--- src/rtl/register_file_param_if.sv ---
// Bus bundle for register_file_param: one write port, two read ports,
// soft-clear request and sweep status.
//
// Handshake semantics: there is no valid/ready pair. A write is offered
// whenever write_en_1 is high at a rising clock edge and is accepted only if
// busy is low, clear is low and the address is in range; a rejected write is
// dropped, never held or retried. clear is a one-cycle request, sampled only
// while busy is low. Read addresses are sampled every edge and their data
// appears on read_port_x/read_valid_x after that edge.
interface register_file_param_if #(
  parameter int WIDTH  = 16,
  parameter int ADDR_W = 3
);
  logic [WIDTH-1:0]  write_port_1;
  logic [ADDR_W-1:0] write_addr_1;
  logic              write_en_1;
  logic [ADDR_W-1:0] read_addr_1;
  logic [ADDR_W-1:0] read_addr_2;
  logic              clear;
  logic [WIDTH-1:0]  read_port_1;
  logic [WIDTH-1:0]  read_port_2;
  logic              read_valid_1;
  logic              read_valid_2;
  logic              busy;
  logic              sweep_state;  // debug view of the soft-clear FSM (0 idle, 1 sweep)

  modport master (
    output write_port_1, write_addr_1, write_en_1, read_addr_1, read_addr_2, clear,
    input  read_port_1, read_port_2, read_valid_1, read_valid_2, busy, sweep_state
  );

  modport slave (
    input  write_port_1, write_addr_1, write_en_1, read_addr_1, read_addr_2, clear,
    output read_port_1, read_port_2, read_valid_1, read_valid_2, busy, sweep_state
  );
endinterface

--- src/rtl/register_file_param.sv ---
// Parametrised register file: DEPTH x WIDTH storage with per-entry valid bits,
// one write port, two registered read ports, optional write-to-read bypass,
// optional hardwired-zero entry 0 and a one-entry-per-cycle soft-clear sweep.
module register_file_param #(
  parameter int WIDTH    = 16,
  parameter int DEPTH    = 8,
  parameter int BYPASS   = 1,
  parameter int ZERO_REG = 0
) (
  input  logic                 clk,
  input  logic                 reset,
  register_file_param_if.slave bus
);
  localparam int                ADDR_W    = (DEPTH > 1) ? $clog2(DEPTH) : 1;
  localparam logic [ADDR_W:0]   DEPTH_EXT = (ADDR_W + 1)'(DEPTH);
  localparam logic [ADDR_W-1:0] LAST_PTR  = ADDR_W'(DEPTH - 1);

  typedef enum logic {
    S_IDLE  = 1'b0,
    S_SWEEP = 1'b1
  } state_t;

  state_t            state;
  state_t            state_next;
  logic [ADDR_W-1:0] ptr;
  logic [ADDR_W-1:0] ptr_next;

  logic [WIDTH-1:0]  mem [DEPTH];
  logic [DEPTH-1:0]  valid;

  logic              wr_accept;
  logic [WIDTH-1:0]  rd1_data;
  logic              rd1_valid;
  logic [WIDTH-1:0]  rd2_data;
  logic              rd2_valid;

  // DEPTH need not be a power of two, so some encodable addresses are holes.
  function automatic logic in_range(input logic [ADDR_W-1:0] a);
    return ({1'b0, a} < DEPTH_EXT);
  endfunction

  // A write lands only when idle, not pre-empted by clear, in range and not
  // aimed at a hardwired-zero entry.
  always_comb begin
    wr_accept = bus.write_en_1 && (state == S_IDLE) && !bus.clear &&
                in_range(bus.write_addr_1) &&
                !((ZERO_REG != 0) && (bus.write_addr_1 == '0));
  end

  // Soft-clear sequencer: next state and sweep pointer.
  always_comb begin
    state_next = state;
    ptr_next   = ptr;
    case (state)
      S_IDLE: begin
        if (bus.clear) begin
          state_next = S_SWEEP;
          ptr_next   = '0;
        end
      end
      S_SWEEP: begin
        if (ptr == LAST_PTR) begin
          state_next = S_IDLE;
          ptr_next   = '0;
        end else begin
          ptr_next = ptr + 1'b1;
        end
      end
      default: begin
        state_next = S_IDLE;
        ptr_next   = '0;
      end
    endcase
  end

  // Soft-clear sequencer state register.
  always_ff @(posedge clk or posedge reset) begin
    if (reset) begin
      state <= S_IDLE;
      ptr   <= '0;
    end else begin
      state <= state_next;
      ptr   <= ptr_next;
    end
  end

  assign bus.busy        = (state == S_SWEEP);
  assign bus.sweep_state = state;

  // Storage update: the sweep owns the array while busy, otherwise accepted writes.
  always_ff @(posedge clk or posedge reset) begin
    if (reset) begin
      for (int i = 0; i < DEPTH; i++) begin
        mem[i] <= '0;
      end
      valid <= '0;
    end else if (state == S_SWEEP) begin
      mem[ptr]   <= '0;
      valid[ptr] <= 1'b0;
    end else if (wr_accept) begin
      mem[bus.write_addr_1]   <= bus.write_port_1;
      valid[bus.write_addr_1] <= 1'b1;
    end
  end

  // Port 1 read mux: holes read as empty, zero entry reads as valid zero,
  // bypass forwards a same-cycle accepted write.
  always_comb begin
    rd1_data  = '0;
    rd1_valid = 1'b0;
    if (in_range(bus.read_addr_1)) begin
      if ((ZERO_REG != 0) && (bus.read_addr_1 == '0)) begin
        rd1_valid = 1'b1;
      end else if ((BYPASS != 0) && wr_accept && (bus.write_addr_1 == bus.read_addr_1)) begin
        rd1_data  = bus.write_port_1;
        rd1_valid = 1'b1;
      end else begin
        rd1_data  = mem[bus.read_addr_1];
        rd1_valid = valid[bus.read_addr_1];
      end
    end
  end

  // Port 2 read mux, independent of port 1.
  always_comb begin
    rd2_data  = '0;
    rd2_valid = 1'b0;
    if (in_range(bus.read_addr_2)) begin
      if ((ZERO_REG != 0) && (bus.read_addr_2 == '0)) begin
        rd2_valid = 1'b1;
      end else if ((BYPASS != 0) && wr_accept && (bus.write_addr_1 == bus.read_addr_2)) begin
        rd2_data  = bus.write_port_1;
        rd2_valid = 1'b1;
      end else begin
        rd2_data  = mem[bus.read_addr_2];
        rd2_valid = valid[bus.read_addr_2];
      end
    end
  end

  // Read output registers, one cycle after the address is presented.
  always_ff @(posedge clk or posedge reset) begin
    if (reset) begin
      bus.read_port_1  <= '0;
      bus.read_port_2  <= '0;
      bus.read_valid_1 <= 1'b0;
      bus.read_valid_2 <= 1'b0;
    end else begin
      bus.read_port_1  <= rd1_data;
      bus.read_port_2  <= rd2_data;
      bus.read_valid_1 <= rd1_valid;
      bus.read_valid_2 <= rd2_valid;
    end
  end
endmodule

--- src/flat_wrapper.sv ---
// flat-port wrapper written by rule: the top's interface ports become plain ports
module register_file_param_flat 
#(
  parameter int WIDTH    = 16,
  parameter int DEPTH    = 8,
  parameter int BYPASS   = 1,
  parameter int ZERO_REG = 0
)
  (clk, reset, bus_write_port_1, bus_write_addr_1, bus_write_en_1, bus_read_addr_1, bus_read_addr_2, bus_clear, bus_read_port_1, bus_read_port_2, bus_read_valid_1, bus_read_valid_2, bus_busy, bus_sweep_state);
  register_file_param_if #(.WIDTH(WIDTH), .ADDR_W(3)) bus_i ();
  input  logic clk;
  input  logic reset;
  input wire logic [$bits(bus_i.write_port_1)-1:0] bus_write_port_1;
  input wire logic [$bits(bus_i.write_addr_1)-1:0] bus_write_addr_1;
  input wire logic [$bits(bus_i.write_en_1)-1:0] bus_write_en_1;
  input wire logic [$bits(bus_i.read_addr_1)-1:0] bus_read_addr_1;
  input wire logic [$bits(bus_i.read_addr_2)-1:0] bus_read_addr_2;
  input wire logic [$bits(bus_i.clear)-1:0] bus_clear;
  output wire logic [$bits(bus_i.read_port_1)-1:0] bus_read_port_1;
  output wire logic [$bits(bus_i.read_port_2)-1:0] bus_read_port_2;
  output wire logic [$bits(bus_i.read_valid_1)-1:0] bus_read_valid_1;
  output wire logic [$bits(bus_i.read_valid_2)-1:0] bus_read_valid_2;
  output wire logic [$bits(bus_i.busy)-1:0] bus_busy;
  output wire logic [$bits(bus_i.sweep_state)-1:0] bus_sweep_state;
  assign bus_i.write_port_1 = bus_write_port_1;
  assign bus_i.write_addr_1 = bus_write_addr_1;
  assign bus_i.write_en_1 = bus_write_en_1;
  assign bus_i.read_addr_1 = bus_read_addr_1;
  assign bus_i.read_addr_2 = bus_read_addr_2;
  assign bus_i.clear = bus_clear;
  assign bus_read_port_1 = bus_i.read_port_1;
  assign bus_read_port_2 = bus_i.read_port_2;
  assign bus_read_valid_1 = bus_i.read_valid_1;
  assign bus_read_valid_2 = bus_i.read_valid_2;
  assign bus_busy = bus_i.busy;
  assign bus_sweep_state = bus_i.sweep_state;
  register_file_param #(.WIDTH(WIDTH), .DEPTH(DEPTH), .BYPASS(BYPASS), .ZERO_REG(ZERO_REG)) u_core (.clk(clk), .reset(reset), .bus(bus_i));
endmodule
--- config.mk ---
export PLATFORM = sky130hd
export DESIGN_NAME = register_file_param_flat
export DESIGN_NICKNAME = d
export VERILOG_FILES = /design/src/rtl/register_file_param_if.sv /design/src/rtl/register_file_param.sv /design/src/flat_wrapper.sv
export SDC_FILE = /design/constraint.sdc
export NUM_CORES = 1
export LEC_CHECK = 0
export BUFFER_PORTS_ARGS = -buffer_cell sky130_fd_sc_hd__buf_2
export CAP_MARGIN = 20
export CORE_ASPECT_RATIO = 1.75
export CORE_UTILIZATION = 50
export DETAILED_ROUTE_END_ITERATION = 7
export GPL_TIMING_DRIVEN = 0
export PLACE_DENSITY_LB_ADDON = 0.15
export SLEW_MARGIN = 20
export SYNTH_ARGS = -nofsm -noshare
export SYNTH_HDL_FRONTEND = slang
export SYNTH_SLANG_ARGS = --single-unit
--- constraint.sdc ---
create_clock -name clk -period 6.8 [get_ports clk]
set_input_delay 0.68 -clock clk [delete_from_list [all_inputs] [get_ports clk]]
set_output_delay 0.68 -clock clk [all_outputs]
set_load 0.05 [all_outputs]
**Word level (Yosys, flattened, before mapping)**

Index checks and enable logic that the tools add are counted.

- Register bits after elaboration: 174
- Input port bits: 29
- Word-level logic and storage cells: 85

- $add $sub $neg: 1
- $lt $le $gt $ge: 12
- Equal/unequal tests: 4
- Multiplexer cells: 33
- Bitwise logic cells: 10
- Reduce and logical (&&, ||, !) cells: 10

Operators with widths:

| operator | count |
|---|---|
| 128-bit 2-to-1 mux | 2 |
| 128-bit bitwise AND | 1 |
| 128-bit bitwise mux | 1 |
| 16-bit 2-to-1 mux | 8 |
| 128-bit inverter | 1 |
| 16-bit binary-select mux with 3-bit select | 2 |
| 16-bit demux with 3-bit select | 2 |
| 4-bit greater-or-equal comparator (second input constant) | 4 |
| 3-bit by 4-bit less-than comparator with 1-bit output (second input constant) | 4 |
| 8-bit 2-to-1 mux | 2 |
| 3-bit inverter with 4-bit output | 4 |
| 8-bit bitwise AND | 1 |
| 1-bit logical AND | 8 |
| 4-bit by 1-bit less-than comparator with 1-bit output (second input constant) | 2 |
| 1-bit 2-to-1 mux | 8 |
| 8-bit inverter | 1 |
| 8-bit bitwise OR | 1 |
| 1-bit binary-select mux with 3-bit select | 2 |
| 1-bit demux with 3-bit select | 2 |
| 3-bit equality test | 2 |
| 3-bit by 1-bit greater-or-equal comparator with 1-bit output (second input constant) | 2 |
| 3-bit 2-to-1 mux | 2 |
| 3-bit one-hot mux with 2 select lines | 1 |
| 3-bit by 1-bit adder with 3-bit output (second input constant) | 1 |
| 6 further kinds | 6 |

**Logic depth before layout (Yosys ltp)**

Gate-level depths: netlist of the first run.

- Depth after elaboration: 8
- Mapped depth: 6

**Worst setup path after synthesis of the first run**

Ideal clock, no wire load.

- Kind: input port to flip-flop
- Start point: in bus_read_addr_1[0]
- End point: reg u_core.bus.read_port_1[0]
- Arrival: 1.930 ns
- Required time: 6.670 ns
- Slack: 4.740 ns
- Stages on the path: 5
- Path buffers: 2
- Path through: buf_2 buf_2 mux4_2 mux2i_1 mux2i_1

- Cells in the longest elaborated chain, start to end: 5

Ends and longest elaborated chain:

| element | line | source |
|---|---|---|
| from (decl) | flat_wrapper.sv:16 | `input wire logic [$bits(bus_i.read_addr_1)-1:0] bus_read_addr_1;` |
| 3-bit inverter with 4-bit output (not written as such) | register_file_param.sv:118 | `rd1_data = mem[bus.read_addr_1];` |
| 16-bit binary-select mux with 3-bit select | register_file_param.sv:118 |  |
| 16-bit 2-to-1 mux (not written as such) (2 in a row) | register_file_param.sv:118 |  |
| 16-bit 2-to-1 mux * | register_file_param.sv:114 | `end else if ((BYPASS != 0) && wr_accept && (bus.write_addr_1 == bus.read_addr_1)) begin` |
| via u_core.rd1_data[0] | register_file_param.sv:32 | `logic [WIDTH-1:0] rd1_data;` |
| to (signal assigned) | register_file_param.sv:149 | `bus.read_port_1 <= rd1_data;` |
| to (decl) | register_file_param_if.sv:34 | `output read_port_1, read_port_2, read_valid_1, read_valid_2, busy, sweep_state` |

Mark *: on every way through the listed nets, which the timed path passes. The rest lies on a longest branch. The select of a mux whose other input is x is not followed.
A chain may end at the register's enable or synchronous reset.

**Worst setup path in the final report of the first run**

- Start point: reg u_core.ptr[2]
- End point: reg u_core.mem[87] (netlist bit)

- Cells in the longest elaborated chain, start to end: 8

Ends and longest elaborated chain:

| element | line | source |
|---|---|---|
| from (decl) | register_file_param.sv:25 | `logic [ADDR_W-1:0] ptr;` |
| from (signal assigned) | register_file_param.sv:83 | `ptr <= ptr_next;` |
| 3-bit inverter with 4-bit output (not written as such) * | register_file_param.sv:98 | `mem[ptr] <= '0;` |
| 4-bit greater-or-equal comparator (not written as such) or 4-bit by 1-bit less-than comparator with 1-bit output (tied branches) | register_file_param.sv:98 |  |
| 1-bit logical AND (not written as such) | register_file_param.sv:98 |  |
| 16-bit 2-to-1 mux (not written as such) | register_file_param.sv:98 |  |
| 16-bit demux with 3-bit select * | register_file_param.sv:98 |  |
| 128-bit inverter (no source line) * | n/a |  |
| 128-bit bitwise AND (no source line) * | n/a |  |
| 128-bit 2-to-1 mux * | register_file_param.sv:97 | `end else if (state == S_SWEEP) begin` |
| to (signal, indexed assignment) | register_file_param.sv:101 | `mem[bus.write_addr_1] <= bus.write_port_1;` |
| to (decl) | register_file_param.sv:28 | `logic [WIDTH-1:0] mem [DEPTH];` |

Every way passes the cells marked *; elsewhere a longest branch is shown, timed or not.

==> reports/qor.txt, run 1 <==
Status: completed
Initial antenna violation count: 0
Total GRT Usage: 0.2826
Ys flop type: dfrtp_1
IO Port Bufs: 57
Die area: 18,740 µm²
Hold Vio Cnt, Final: 0
DRC: 0
WL/cell: 24.66 µm
Post-synthesis sequential area ratio: 0.4790
Placer's final routability congestion estimate: 0.8141
Routed wire length: 25.00 mm
Max Slew Vio Count: 0
Util after Layout: 0.5852
Vias per cell: 6.007
Clock skew: 0.006219 ns
Max Cap Viol: 0
Worst slew pin tran: 1.008 ns
Power Density: 373.1 nW/µm²
Final #Nets: 801
Post-Syn Nets: 724
Num Clock Sinks: 174
Core ar.: 17,620 µm²
Post CTS Setup Buffer Count: 0
Vias after detailed routing: 6,091
Cell count after synthesis: 693
Max Root-Sink Buffers: 2
Max_slew headroom: 0.3280
Num CTS Buffers: 17
R2R depth: 6
Overflow after GRT: 0
Netlist Area Pre-Place: 9090 µm²
Number of core rows: 64
EDFF count, synth: 0
Total iterations of the first detailed-routing run: 5
Worst-path clk slew: 0.07 ns
Pre-CTS setup slack: 4.134 ns
Largest net degree at the start of global routing: 93
Worst-path fanout max: 10
Leak Pwr: 0.005522 µW
Hold slack final: 0.3150 ns
RSZ-0062 raised after global routing: false
Reg2reg end: u_core.mem[87]
Critical Path AT: 2.76 ns
Mapped Avg Cell Area: 13.12 µm²
CTS Root Cell: clkbuf_16
I/O pin count: 65
Post-cts repair resize count: 0
Max Fclk: 415.3 MHz
RR Startpoint: u_core.ptr[2]
CP required: 7.15 ns
Area grow syn2layout: 13.42%
Number of global-route vias before repair: 6,669
Critical path capture point type: flop
Max IR drop VDD: 0.0002072 V
Worst Slack Setup Final: 4.392 ns
Number of DRC markers in iteration 0: 365
Final period util: 0.3541
Worst skew pair latency: 0.44 ns
Hpwl dp: 16.58 mm
Final min period: 2.408 ns
Starting Density: 0.5160
Synth async-reset ratio: 1.000
Global-route wire length before repair: 38.88 mm
Fraction of layout cells with a size suffix above 1: 0.2682
Antenna diodes: 0
Worst setup path class: reg -> reg
Min-delay worst type: in -> async
H-tree levels: 4
Synth cell types: 33
Setup violators final: 0
Ys Warns: 0
Hold_buf cts: 0
Flops & latches, synth: 174
Die outline height: 180.4 µm
Internal reg-to-reg setup slack: 4.39 ns
Antenna Nets Post-Route: 0
Chip width: 103.9 µm
CTS tree: yes
Critical Path Source Type: flop
## metrics by stage
step | setup TNS, ns | cells | total power (µW) | area, µm²
after CTS | 0 | 1014 | 3855 | 10310
final | 0 | 1014 | 3847 | 10310
after floorplan | 0 | 693 | 2455 | 9090
after global placement | -50.27 | 981 | 2764 | 9664
after detailed placement | 0 | 982 | 2830 | 9699
after global routing | 0 | 1014 | 4016 | 10310
## power by group
part | leakage (µW) | internal [µW] | switching (µW)
Clock | 0.000289 | 585 | 444
Combinational | 0.00286 | 479 | 795
Sequential | 0.00238 | 1350 | 198
## sequential cells by signal, indices dropped and copies added (netlist names)
register / count
u_core.bus.read_port_1: 16
u_core.mem: 128
u_core.bus.busy: 1
u_core.ptr: 3
u_core.bus.read_valid_1: 1
u_core.bus.read_valid_2: 1
u_core.valid: 8
u_core.bus.read_port_2: 16
## kinds of logic (layout without fill, tap and decap cells)
family,count (synthesis),in the layout,synth area share
flip-flops,174,174,0.4790
XOR/XNOR,6,6,0.005781
multiplexers,263,263,0.3833
adder cells (fa/ha/maj),2,2,0.002752
AND/OR/NAND/NOR,170,170,0.08396
AO/OA/AOI/OAI,5,5,0.003441
buffers and inverters,73,163,0.04171
## layer usage
layer | track usage | vias to the layer above | part of all wire
met3 | 0.06618 | 67 | 0.059
met2 | 0.5037 | 227 | 0.54
met1 | 0.3119 | 3170 | 0.36
met5 | 0 | - | 0
li1 | - | 2627 | -
met4 | 0.1440 | 0 | 0.040
## cells in the mapped netlist (2+ instances only)
master / instances / area, µm²
nand4bb_1: 3 / 33.78
mux2i_1: 194 / 1942
dfrtp_1: 174 / 4354
nand2_1: 144 / 540.5
buf_6: 2 / 22.52
clkbuf_1: 12 / 45.04
clkinv_1: 16 / 60.06
buf_4: 6 / 45.04
ha_1: 2 / 25.02
nand4_1: 3 / 18.77
nand2b_1: 2 / 12.51
xnor2_1: 6 / 52.55
nand4b_1: 3 / 26.28
mux4_2: 68 / 1531
nand3_1: 3 / 15.01
buf_2: 32 / 160.2
nand2_4: 3 / 33.78
o21ai_0: 2 / 10.01
buf_1: 2 / 7.510
nor2b_1: 2 / 12.51
nor2_1: 2 / 7.510
## critical path, stage by stage (launching register included)
cell and delay [ns]:
dfrtp_1 0.35, clkbuf_1 0.29, nand4bb_1 0.18, clkbuf_1 0.51
clkbuf_1 0.68, nand2_1 0.12, mux2i_1 0.18
## cell type report
class / instances / area, µm²
plain buffers: 56 / 315.3
well taps: 231 / 289.0
fillers: 1471 / 7307
flip-flops and latches: 174 / 4354
repair buffers: 58 / 312.8
multi-input cells: 446 / 4357
clock buffers: 17 / 425.4
inverters: 17 / 71.32
clock inverters: 15 / 185.2
## worst max path at each step
stage / start / to / cells past startpoint
after floorplan: reset / u_core.bus.busy / 1
after global placement: reset / u_core.mem[3] / 2
after detailed placement: bus_read_addr_1[0] / u_core.bus.read_port_1[9] / 6
after CTS: u_core.ptr[2] / u_core.mem[87] / 6
after global routing: u_core.ptr[2] / u_core.mem[85] / 6
final: u_core.ptr[2] / u_core.mem[87] / 6
## placed cells by master (no fill, tap or decap), types with 4 or more instances in the layout
cell type and n:
buf_2 89, buf_4 6, clkbuf_1 12, clkbuf_16 17, clkinv_1 16, clkinvlp_4 4, dfrtp_1 174, inv_6 5
mux2i_1 194, mux4_2 68, nand2_1 144, xnor2_1 6
(Power assumes the default switching activity.)
==> inputs of run 2 (changes only) <==
- clock period: 6.8 -> 2.4 ns (I/O delays scaled with it)
==> run 2 against run 1 <==
Compared with the run above: worst hold slack worse by 0.21 ns; final area up 0.92%; non-clock buffer count up 5; routed wire length up 2.7%; sequential power rose to 2.9 times the previous value; clock power rose to 2.9 times the previous value; final cell count up 0.39%; flip-flop and latch count unchanged; count of clock-buffer cells in the layout up 1; critical path depth unchanged; via count up 1.6%; first-iteration DRC count down 7.1%; largest cell class unchanged.
==> reports/qor.txt, run 2 (same netlist as run 1, synthesis figures left out) <==
Worst-path fanout max: 10
Status: completed
Fraction of layout cells with a size suffix above 1: 0.2732
Die area: 18,740 µm²
Max Cap Viol: 0
Pwr Total: 10,980 µW
Setup TNS: 0 ns
Max Fclk: 458.8 MHz
Num CTS Buffers: 17
Vias after detailed routing: 6,188
Post-Place Cells: 986
Overflow after GRT: 0
Critical path capture point type: flop
Max Slew Vio Count: 0
Final period util: 0.9081
Most frequent cells in the layout: 194 x mux2i_1, 174 x dfrtp_1, 144 x nand2_1
Largest net degree at the start of global routing: 37
Max_slew headroom: 0.2615
Critical Path Source Type: flop
Area grow syn2layout: 14.47%
Leak Pwr: 0.005578 µW
Antenna diodes: 0
Initial antenna violation count: 0
Routed wire length: 25.69 mm
Internal Power: 6944 µW
Biggest regs: u_core.mem: 128 flops, u_core.bus.read_port_1: 16 flops, u_core.bus.read_port_2: 16 flops
Core ar.: 17,620 µm²
RSZ-0062 raised after global routing: false
Min-delay worst type: in -> reg
Worst setup path endpoint: u_core.mem[69]
RR Startpoint: u_core.bus.busy
Internal reg-to-reg setup slack: 0.22 ns
Total GRT Usage: 0.2934
IO Port Bufs: 57
Commonest non-fill, non-tap cell in the layout: mux2i_1
R2R depth: 6
I/O pin count: 65
Worst skew pair latency: 0.43 ns
Vias per cell: 6.079
Critical path origin: u_core.bus.busy
Clock share of power: 0.269
Max reg flops: 128
Biggest register: u_core.mem
Number of DRC markers in iteration 0: 339
Critical Path AT: 2.53 ns
Num Clock Sinks: 174
Final #Nets: 806
Util after Layout: 0.5906
Global-route wire length before repair: 40.45 mm
Worst setup path class: reg -> reg
Clock skew: 0.006442 ns
CP required: 2.75 ns
Placer's final routability congestion estimate: 0.8168
H-tree levels: 4
Setup violators final: 0
Max Root-Sink Buffers: 2
Power Density: 1056 nW/µm²
Chip width: 103.9 µm
Psw: 4041 µW
Hold slack final: 0.1053 ns
Number of core rows: 64
DRC: 0
Final min period: 2.180 ns
Worst-path clk slew: 0.07 ns
Comb pwr share: 0.332
WL/cell: 25.23 µm
Number of global-route vias before repair: 6,833
Share of power burned in registers: 0.399
Die outline height: 180.4 µm
Max IR drop VDD: 0.0005012 V
Total iterations of the first detailed-routing run: 5
Fillers: 1,468
Antenna Nets Post-Route: 0
CTS tree: yes
Fin cells: 1,018
Sw Ratio: 0.3679
Hpwl dp: 17.43 mm
CTS Root Cell: clkbuf_16
Worst slew pin tran: 1.108 ns
Reg2reg end: u_core.mem[69]
Starting Density: 0.5160
Hold Vio Cnt, Final: 0
## run 2: changes by cell type in the layout (fill, tap and decap cells not counted), moves of 2 or more
cell	previous run	this run
buf_12	1	5
clkbuf_2	0	3
clkbuf_1	12	10
clkinvlp_4	4	2
inv_8	2	0
## run 2: worst min path at each step
| stage | start | to | slack (ns) | depth (start not counted) |
|---|---|---|---|---|
| final | bus_clear | u_core.ptr[1] | 0.11 | 2 |
| after global routing | bus_clear | u_core.ptr[1] | 0.12 | 2 |
| after CTS | bus_clear | u_core.ptr[1] | 0.1 | 2 |
| after detailed placement | reset | u_core.mem[125] | 0.37 | 2 |
| after global placement | u_core.valid[7] | u_core.valid[7] | 0.47 | 1 |
| after floorplan | bus_clear | u_core.ptr[1] | 0.35 | 1 |
## run 2: metal layers
metal | GRT usage | vias up | wire (µm)
met5 | 0 | - | 0
met4 | 0.1766 | 0 | 1430
met3 | 0.04304 | 86 | 1099
met2 | 0.5093 | 226 | 13550
met1 | 0.3423 | 3218 | 9604
li1 | - | 2658 | -
## run 2: cell type report
cell class / instances / area, µm² / area share
repair buffers: 63 / 402.9 / 0.03872
well taps: 231 / 289.0 / 0.02778
clock inverters: 13 / 186.4 / 0.01792
flip-flops and latches: 174 / 4354 / 0.4185
multi-input cells: 446 / 4357 / 0.4187
plain buffers: 56 / 319.1 / 0.03066
clock buffers: 18 / 429.2 / 0.04125
inverters: 17 / 67.56 / 0.006493
## run 2: per-stage QoR
stage	cell area, µm²	setup slack [ns]
6_report	10410	0.2205
5_1_grt	10410	0.08458
4_1_cts	10400	0.04251
3_5_place_dp	9776	0.07312
3_3_place_gp	9668	-1.021
2_1_floorplan	9094	-0.06466
## run 2: worst max-delay path, stage by stage (launching register included)
cell and delay, ns:
dfrtp_1 0.41, buf_8 0.15, buf_2 0.16, nand4b_1 0.44
clkbuf_1 0.65, nand2_1 0.12, mux2i_1 0.16
## run 2: timing repair
action,4_1_cts,5_1_grt
hold buffers,1,0
hold endpoints to repair,22,0
setup buffers,0,0
gates resized for setup,0,7
endpoints found under the setup margin,0,22
## run 2: power by group through the flow
| stage | sequential (µW) | combinational (µW) | clock (µW) |
|---|---|---|---|
| floorplan | 4950 | 2010 | 0 |
| global placement | 4330 | 3510 | 0 |
| detailed placement | 4420 | 3640 | 0 |
| CTS | 4370 | 3660 | 2980 |
| global route | 4500 | 3890 | 3120 |
| finish | 4390 | 3640 | 2950 |
==> inputs of run 3 (changes only) <==
- CORE_ASPECT_RATIO: 1.75 -> default
==> run 3 against run 2 <==
Compared with the run above: critical path depth is the same; count of clock-buffer cells in the layout stayed put; sequential power hardly changed; combinational power about the same; global-route usage is 0.69 points lower; final area decreased by 0.16%; register-to-register slack worse by 0.04 ns; fmax fell by 1.9%; setup slack worse by 0.043 ns; clock power down 2%; routed wire length is 4.3% lower; via count is 0.61% lower; largest power group unchanged.
==> reports/qor.txt, run 3 (same netlist as run 1, synthesis figures left out) <==
Total iterations of the first detailed-routing run: 5
Crit path largest cell delay: 0.63 ns
Power Density: 1046 nW/µm²
Max Fclk: 450.0 MHz
Area of the multi-input gates: 4357 µm²
Die outline height: 136.8 µm
Util after Layout: 0.5924
Starting Density: 0.5183
Max Root-Sink Buffers: 2
Commonest non-fill, non-tap cell in the layout: mux2i_1
Worst slew pin tran: 1.069 ns
Routed met3 length: 1.630 mm
Global-route wire length before repair: 37.60 mm
CTS Root Cell: clkbuf_16
FF/Latch Area: 4354 µm²
R2R depth: 6
Max Cap Viol: 0
Post-Place Cells: 980
Final min period: 2.222 ns
Core ar.: 17,540 µm²
Number of global-route vias before repair: 6,293
Max Used Layer: met4
RSZ-0062 raised after global routing: false
RR Startpoint: u_core.bus.busy
Critical Path Source Type: flop
Die area: 18,720 µm²
Clock skew: 0.01070 ns
Biggest register: u_core.mem
WHS Endpoint: u_core.ptr[1]
Setup violators final: 0
Critical Path AT: 2.57 ns
CTS tree: yes
WP buf/inv: 3
Number of core rows: 48
Wl on met1: 10.71 mm
Hold Vio Cnt, Final: 0
I/O pin count: 65
Crit path cell chain: buf_8 -> buf_2 -> nand4b_1 -> clkbuf_1 -> nand2_1 -> mux2i_1
Status: completed
Overflow after GRT: 0
Met2 Wirelength: 11.81 mm
Placer's final routability congestion estimate: 0.7812
Num Clock Sinks: 174
IO Port Bufs: 57
Chip width: 136.8 µm
Worst skew pair latency: 0.44 ns
Fillers: 1,442
Hold slack final: 0.09149 ns
Vias after detailed routing: 6,150
Routed wire length: 24.58 mm
Largest net degree at the start of global routing: 35
Max_slew headroom: 0.2870
Worst-path fanout max: 10
Worst Hold Depth: 2
Fraction of layout cells with a size suffix above 1: 0.2754
DRC: 0
Final Instance Area: 10,390 µm²
Num CTS Buffers: 17
Max IR drop VDD: 0.0006988 V
Number of DRC markers in iteration 0: 490
WL/cell: 24.27 µm
Pwr Total: 10,860 µW
Slowest CP cell: clkbuf_1
Fin cells: 1,013
Reg2reg end: u_core.mem[72]
Area grow syn2layout: 14.29%
Total GRT Usage: 0.2865
Critical path capture point type: flop
Antenna diodes: 0
H-tree levels: 4
Max reg flops: 128
Hpwl dp: 16.07 mm
Max Slew Vio Count: 0
Biggest regs: u_core.mem: 128 flops, u_core.bus.read_port_1: 16 flops, u_core.bus.read_port_2: 16 flops
Final period util: 0.9260
Worst-path clk slew: 0.07 ns
Antenna Nets Post-Route: 0
Most frequent cells in the layout: 194 x mux2i_1, 174 x dfrtp_1, 144 x nand2_1
Leak Pwr: 0.005557 µW
Final #Nets: 806
Post-DP Area: 9768 µm²
Hold path start: bus_clear
Worst setup path class: reg -> reg
Top delay family on crit path: buffers and inverters
Min-delay worst type: in -> reg
CP required: 2.75 ns
Initial antenna violation count: 0
Vias per cell: 6.071
Internal reg-to-reg setup slack: 0.18 ns
-- run 3: through the flow --
step | setup TNS (ns) | worst slack (ns)
2_1_floorplan | -11.25 | -0.06466
3_3_place_gp | -186.05 | -1.087
3_5_place_dp | 0 | 0.1059
4_1_cts | 0 | 0.08791
5_1_grt | 0 | 0.08396
6_report | 0 | 0.1776
-- run 3: area by class of cell --
cell class              count  area share
inverters                  17    0.006504
clock buffers              18     0.04227
well taps                 225     0.02710
repair buffers             63     0.03878
flip-flops and latches    174      0.4191
clock inverters            14     0.01614
multi-input cells         446      0.4194
plain buffers              56     0.03071
-- run 3: where the power goes --
group | switching [µW] | internal [µW]
clock | 1220 | 1660
sequential | 557 | 3820
combinational | 2230 | 1380
-- run 3: worst reg2reg max path, cell delays in order, from the launching register on --
cell and delay, ns:
dfrtp_1 0.42, buf_8 0.15, buf_2 0.17, nand4b_1 0.45, clkbuf_1 0.64, nand2_1 0.13
mux2i_1 0.18
-- run 3: layer usage --
metal / vias up / global-route usage
met5: - / 0
met3: 31 / 0.05667
met4: 0 / 0.08791
met1: 3218 / 0.3991
li1: 2650 / -
met2: 251 / 0.4554
-- run 3: worst max path at each step --
| stage | start | to | slack [ns] | depth (start not counted) |
|---|---|---|---|---|
| floorplan | reset | u_core.bus.busy | -0.06 | 1 |
| global placement | reset | u_core.mem[51] | -1.09 | 2 |
| detailed placement | u_core.ptr[1] | u_core.mem[50] | 0.11 | 6 |
| CTS | u_core.ptr[1] | u_core.mem[50] | 0.09 | 6 |
| global route | u_core.bus.busy | u_core.mem[72] | 0.08 | 6 |
| finish | u_core.bus.busy | u_core.mem[72] | 0.18 | 6 |
-- run 3: what timing repair did --
item                                   4_1_cts  5_1_grt
resized for setup                            0        6
endpoints found under the hold margin       24        0
hold buffers                                 1        0
setup buffers                                0        0
setup endpoints to repair                    0       13
